==> src/rtl/pipeline_hazard_ctrl.sv <==
// Stall/flush sequencer for the 5-stage RV32IM pipeline: load-use, redirect,
// multi-cycle MUL/DIV and memory-wait hazards, with watchdog and stall counter.
module pipeline_hazard_ctrl #(
    parameter int unsigned CNT_W          = 32,
    parameter int unsigned MULDIV_TIMEOUT = 64
) (
    input  logic             CLK,
    input  logic             RESET,
    input  logic [4:0]       ID_RS1,
    input  logic [4:0]       ID_RS2,
    input  logic             ID_USES_RS1,
    input  logic             ID_USES_RS2,
    input  logic [4:0]       EX_RD,
    input  logic             EX_MEM_READ,
    input  logic             EX_BRANCH_TAKEN,
    input  logic             EX_MULDIV_START,
    input  logic             MULDIV_DONE,
    input  logic             IMEM_BUSY,
    input  logic             DMEM_BUSY,
    output logic             PC_ENABLE,
    output logic             IF_ID_ENABLE,
    output logic             IF_ID_FLUSH,
    output logic             ID_EX_ENABLE,
    output logic             ID_EX_FLUSH,
    output logic             EX_MEM_ENABLE,
    output logic             EX_MEM_FLUSH,
    output logic [CNT_W-1:0] STALL_CYCLES,
    output logic             MULDIV_ERR,
    output logic             STATE
);

    localparam int unsigned     WD_W   = $clog2(MULDIV_TIMEOUT + 1);
    localparam logic [WD_W-1:0] WD_MAX = WD_W'(MULDIV_TIMEOUT);

    typedef enum logic {
        RUN         = 1'b0,
        MULDIV_WAIT = 1'b1
    } state_t;

    state_t          state, state_next;
    logic [WD_W-1:0] watchdog;
    logic            load_use;
    logic            mdstall;

    always_comb begin
        load_use = EX_MEM_READ && (EX_RD != 5'd0) &&
                   ((ID_USES_RS1 && (ID_RS1 == EX_RD)) ||
                    (ID_USES_RS2 && (ID_RS2 == EX_RD)));
        mdstall  = !MULDIV_DONE && ((state == MULDIV_WAIT) || EX_MULDIV_START);
    end

    always_comb begin
        state_next    = state;
        PC_ENABLE     = 1'b1;
        IF_ID_ENABLE  = 1'b1;
        IF_ID_FLUSH   = 1'b0;
        ID_EX_ENABLE  = 1'b1;
        ID_EX_FLUSH   = 1'b0;
        EX_MEM_ENABLE = 1'b1;
        EX_MEM_FLUSH  = 1'b0;

        // A stalled data access freezes the FSM too, so a DONE seen then is not consumed.
        if (!DMEM_BUSY) begin
            unique case (state)
                RUN:         if (EX_MULDIV_START && !MULDIV_DONE) state_next = MULDIV_WAIT;
                MULDIV_WAIT: if (MULDIV_DONE) state_next = RUN;
                default:     state_next = RUN;
            endcase
        end

        if (DMEM_BUSY) begin
            PC_ENABLE     = 1'b0;
            IF_ID_ENABLE  = 1'b0;
            ID_EX_ENABLE  = 1'b0;
            EX_MEM_ENABLE = 1'b0;
        end else if (mdstall) begin
            PC_ENABLE     = 1'b0;
            IF_ID_ENABLE  = 1'b0;
            ID_EX_ENABLE  = 1'b0;
            EX_MEM_FLUSH  = 1'b1;
        end else if (EX_BRANCH_TAKEN) begin
            IF_ID_FLUSH   = 1'b1;
            ID_EX_FLUSH   = 1'b1;
        end else if (load_use) begin
            PC_ENABLE     = 1'b0;
            IF_ID_ENABLE  = 1'b0;
            ID_EX_FLUSH   = 1'b1;
        end else if (IMEM_BUSY) begin
            PC_ENABLE     = 1'b0;
            IF_ID_FLUSH   = 1'b1;
        end
    end

    always_ff @(posedge CLK or posedge RESET) begin
        if (RESET) begin
            state        <= RUN;
            watchdog     <= '0;
            MULDIV_ERR   <= 1'b0;
            STALL_CYCLES <= '0;
        end else begin
            state <= state_next;

            if (state == RUN) begin
                watchdog <= '0;
            end else begin
                if (watchdog != WD_MAX) watchdog <= watchdog + WD_W'(1);
                // Flags on the cycle the count reaches the timeout.
                if (watchdog >= WD_MAX - WD_W'(1)) MULDIV_ERR <= 1'b1;
            end

            if (!PC_ENABLE && (STALL_CYCLES != '1))
                STALL_CYCLES <= STALL_CYCLES + CNT_W'(1);
        end
    end

    assign STATE = (state == MULDIV_WAIT);

endmodule

==> config.mk <==
export PLATFORM = sky130hd
export DESIGN_NAME = pipeline_hazard_ctrl
export DESIGN_NICKNAME = d
export VERILOG_FILES = /design/src/rtl/pipeline_hazard_ctrl.sv
export SDC_FILE = /design/constraint.sdc
export NUM_CORES = 1
export LEC_CHECK = 0
export CAP_MARGIN = 10
export CORE_MARGIN = 3
export CORE_UTILIZATION = 35
export CTS_CLUSTER_DIAMETER = 120
export DETAILED_ROUTE_END_ITERATION = 8
export PLACE_DENSITY_LB_ADDON = 0.08
export SYNTH_ARGS = -nofsm -noshare
export SYNTH_HDL_FRONTEND = slang
export SYNTH_SLANG_ARGS = --single-unit
==> constraint.sdc <==
create_clock -name CLK -period 2.75 [get_ports CLK]
set_input_delay 0.55 -clock CLK [delete_from_list [all_inputs] [get_ports CLK]]
set_output_delay 0.55 -clock CLK [all_outputs]
set_load 0.02 [all_outputs]
# After elaboration in Yosys (flattened, before gate mapping)
# Cells that the tools add are included.
word_totals:
  register_bits: 41
  in_bits: 25
  out_inout_bits: 41
  word_cells: 54
classes:
  addsub: 2
  magnitude_cmp: 1
  eq_ne: 5
  n_mux: 28
  bitwise_logic: 1
  n_reduce_logical: 13
ops:
  columns: ["cell", "n"]
  rows:
  - ["32-bit by 1-bit adder with 32-bit output, second input constant", 1]
  - ["32-bit != test, second input constant", 1]
  - ["1-bit 2-to-1 mux", 25]
  - ["7-bit 2-to-1 mux", 2]
  - ["5-bit equality test", 2]
  - ["7-bit by 1-bit adder with 7-bit output, second input constant", 1]
  - ["7-bit by 6-bit >= comparator with 1-bit output, second input constant", 1]
  - ["1-bit logical AND", 7]
  - ["7-bit != test, second input constant", 1]
  - ["5-bit nonzero test", 1]
  - ["1-bit logical NOT", 2]
  - ["1-bit logical OR", 2]
  - ["2-bit by 1-bit != test with 1-bit output, second input constant", 1]
  - ["1-bit one-hot mux with 2 select lines", 1]
  - ["2-bit AND reduction", 1]
  - ["1-bit NOT", 1]

# Longest topological paths before layout
depth:
  depth_word: 10
  mapped_depth: 10
  ltp_nobuf: 8

# Worst setup path before layout
# Ideal clock, no wire load.
synth_timing:
  kind: "input to output"
  start: "input EX_RD[1]"
  end: "output IF_ID_FLUSH"
  arrival_time_ns: 1.706
  required_time_ns: 2.200
  path_slack_ns: 0.494
  cell_stages: 5
  n_path_buf: 0
  cell_sequence: "or4_1 > o21ai_0 > nand2b_1 > a21oi_1 > nor2_1"
synth_between:
  elab_chain_len: 8
  word_cells_on_any_way: 12
  cone_classes: "eq/ne (2); mux (4); reduce/logical (6)"
synth_lines:
  columns: ["element", "line_no", "rtl"]
  rows:
  - ["start, declared", "13", "input logic [4:0] EX_RD,"]
  - ["5-bit equality test, on equally long branches", "47, 48", null]
  - ["1-bit logical AND, on equally long branches", "47, 48", null]
  - ["1-bit logical OR", "47", "((ID_USES_RS1 && (ID_RS1 == EX_RD)) ||"]
  - ["1-bit logical AND (*)", "46", "load_use = EX_MEM_READ && (EX_RD != 5'd0) &&"]
  - ["1-bit 2-to-1 mux (*)", "84", "end else if (load_use) begin"]
  - ["1-bit 2-to-1 mux (*)", "81", "end else if (EX_BRANCH_TAKEN) begin"]
  - ["1-bit 2-to-1 mux (*)", "76", "end else if (mdstall) begin"]
  - ["1-bit 2-to-1 mux (*)", "71", "if (DMEM_BUSY) begin"]
  - ["end, declared", "22", "output logic IF_ID_FLUSH,"]
# Every way passes the cells marked *; elsewhere a longest branch is shown, timed or not.

# Final worst setup path
# Ends and elaborated chain as after synthesis.

==> metrics.cfg <==
[power]
p_leak_nw = 1.33
total_power_mw = 1.70
vdd_drop_max_v = 0.000464
p_per_area_mw_per_mm2 = 527

[grt]
use_met3_pct = 3.42
top_usage_layer = met2
grt_max_degree = 42
grtUsageTotal_pct = 14.6
antenna_found_initial = 0
overflow = 0
met2_usage_pct = 23.2
grt_pass1_wl_microns = 8650
grt.met1_usage_pct = 19.8
grt_pass1_vias = 1848

[worst_setup_path]
cp_max_fo = 3
r2r_setup_slack_ns = 0.54
worstPathArrival_ns = 2.13
crit_required_ns = 2.20
crit_buf_inv = 3
critPathTopFamily = buffers and inverters
crit_top_cell = buf_4
slowest_delay_ns = 0.43
critPathKind = in2out
endpoint_kind = primary output
crit_chain = clkdlybuf4s50_1, buf_4, xnor2_1, nand4_1, o22ai_4, nand2b_4, a21oi_2, nor2_1, buf_4
cp-start-kind = input pin
cp_slowest_cell = clkdlybuf4s50_1

[place]
place_area_sq_mm = 0.00307
place_hpwl_microns = 3990
dp_cells = 364
gp_congestion = 0.791
place_ws_ns = -0.454
port_buffers = 65

[layout]
nFillCells = 574
postLayoutCellArea_sq_mm = 0.00324
drive_above_1_share_pct = 18.4
syn_to_final_growth_pct = 43.5
fin_cells = 374
antenna_cells = 0
nNetsFinal = 326

[clocking]
tritoncts = built
numCtsBuffers = 5
root_buffer = clkbuf_8
cts.hold.buffers_added = 0
clock_latency_ns = 0.29
cts_num_sinks = 41
clock_path_buffers = 2
clk_pin_slew_ns = 0.07
htreeDepth = 2

[floorplan]
die_h_microns = 86.3
fp.coreArea_sq_mm = 0.00610
die_w_microns = 86.3
rows = 28
start_util_pct = 37.0
io_pins = 66
die_area_sq_mm = 0.00744

[sta]
holdWs_ns = 0.472
setup_slack_ns = 0.0749
period_share_pct = 97.3
fmax_ghz = 0.374
slew_headroom_pct = 65.4
final.setup_skew_ns = 0.0143
finalHoldViolCount = 0
finalMaxSlewViolations = 0
setup_viol_count_final = 0
finalCriticalPeriod_ns = 2.68
worstMarginPinSlew_ns = 0.520

[synthesis]
synth.avg_cell_area_sq_um = 10.5
ys_seq_area_share_pct = 45.5
yosysWarnings = 0
async_flop_share_pct = 100
yosys.area.top_type = dfrtp_1
syn-num-nets = 243
synth_enable_flop_cells = 0
synth_ff_type = dfrtp_1
synth_top_area_share_pct = 45.5
synth_cell_types = 41
synth_common_cells = dfrtp_1 (41), xnor2_1 (39), nand2_1 (16), nand4_1 (14), nor2_1 (12)
synthTopCellsByArea = dfrtp_1 (46%), xnor2_1 (15%), nand3_2 (4.0%), nand4_1 (3.9%), nand2_1 (2.7%)
synthCells = 215
synth_most_common_cell = dfrtp_1
syn_area_sq_mm = 0.00225
synth-seq-cells = 41

[route]
drtPass1Iterations = 4
drt_iter0_markers = 56
routed_wl_microns = 5430
drcViolationCount = 0
drt-vias-per-instance = 4.98
wl_per_cell_microns = 14.5
vias = 1864
ant_nets = 0

[min_path]
hp-class = reg2reg

[outcome]
status = finished clean

[run]
max_cap_violations = 0

final timing paths:
check                                startpoint                to  depth (start not counted)
worst min register to register       MULDIV_ERR        MULDIV_ERR                          1
worst min-delay path                 MULDIV_ERR        MULDIV_ERR                          1
worst max-delay path                   EX_RD[1]       IF_ID_FLUSH                          9
max in group asynchronous                 RESET  STALL_CYCLES[30]                          3
min in group asynchronous                 RESET       watchdog[3]                          3
worst max register to register  STALL_CYCLES[0]   STALL_CYCLES[1]                          8
logic make-up after synthesis:
logic type / count (synthesis) / synth area share [%]
AND/OR/NAND/NOR: 94 / 26.6
adder cells (fa/ha/maj): 3 / 1.66
flip-flops: 41 / 45.5
AO/OA/AOI/OAI: 17 / 4.94
buffers and inverters: 14 / 3.22
XOR/XNOR: 44 / 17.1
multiplexers: 2 / 0.943
per-layer routing:
metal | routed length [microns] | vias to the layer above
met5 | 0 | -
met2 | 2540 | 46
met1 | 2540 | 900
li1 | - | 916
met4 | 30 | 0
met3 | 321 | 2
final cells by class:
type	instances	area (sq um)	share of cell area, %
multi-input cells	160	1190	36.8
flip-flops and latches	41	1030	31.7
repair buffers	80	772	23.9
well taps	75	93.8	2.90
clock buffers	7	86.3	2.67
inverters	10	37.5	1.16
clock inverters	1	30.0	0.928
power breakdown:
part	internal [mW]	switching (mW)	total (mW)
logic	0.239	0.217	0.456
registers	0.668	0.0852	0.753
clock network	0.296	0.199	0.495
flip-flops by register name (all words and copies together) (netlist names):
register	cells
MULDIV_ERR	1
STALL_CYCLES	32
STATE	1
watchdog	7
per-stage QoR:
step	utilization (%)	TNS [ns]
after floorplan	-	0
after global placement	50.4	-2.55
after detailed placement	50.4	-2.75
after CTS	52.3	0
after global routing	53.1	-0.0234
final	53.1	0
placed cells by master (no fill, tap or decap), drive strengths merged, types with 4 or more instances in the layout:
master and instances:
clkdlybuf4s50 58, dfrtp 41, xnor2 39, nand3 19
buf 18, nand2 17, nand4 15, nor2 12
inv 10, and3 10, a21oi 9, clkbuf 7
xor2 5, nor2b 4, o21ai 4
what timing repair did:
| action | 4_1_cts | 5_1_grt |
|---|---|---|
| pin swaps | 0 | 6 |
| resized for setup | 16 | 10 |
| setup buffers | 0 | 2 |
| setup endpoints to repair | 4 | 5 |
Note: power is estimated with default switching activity, not from simulation.
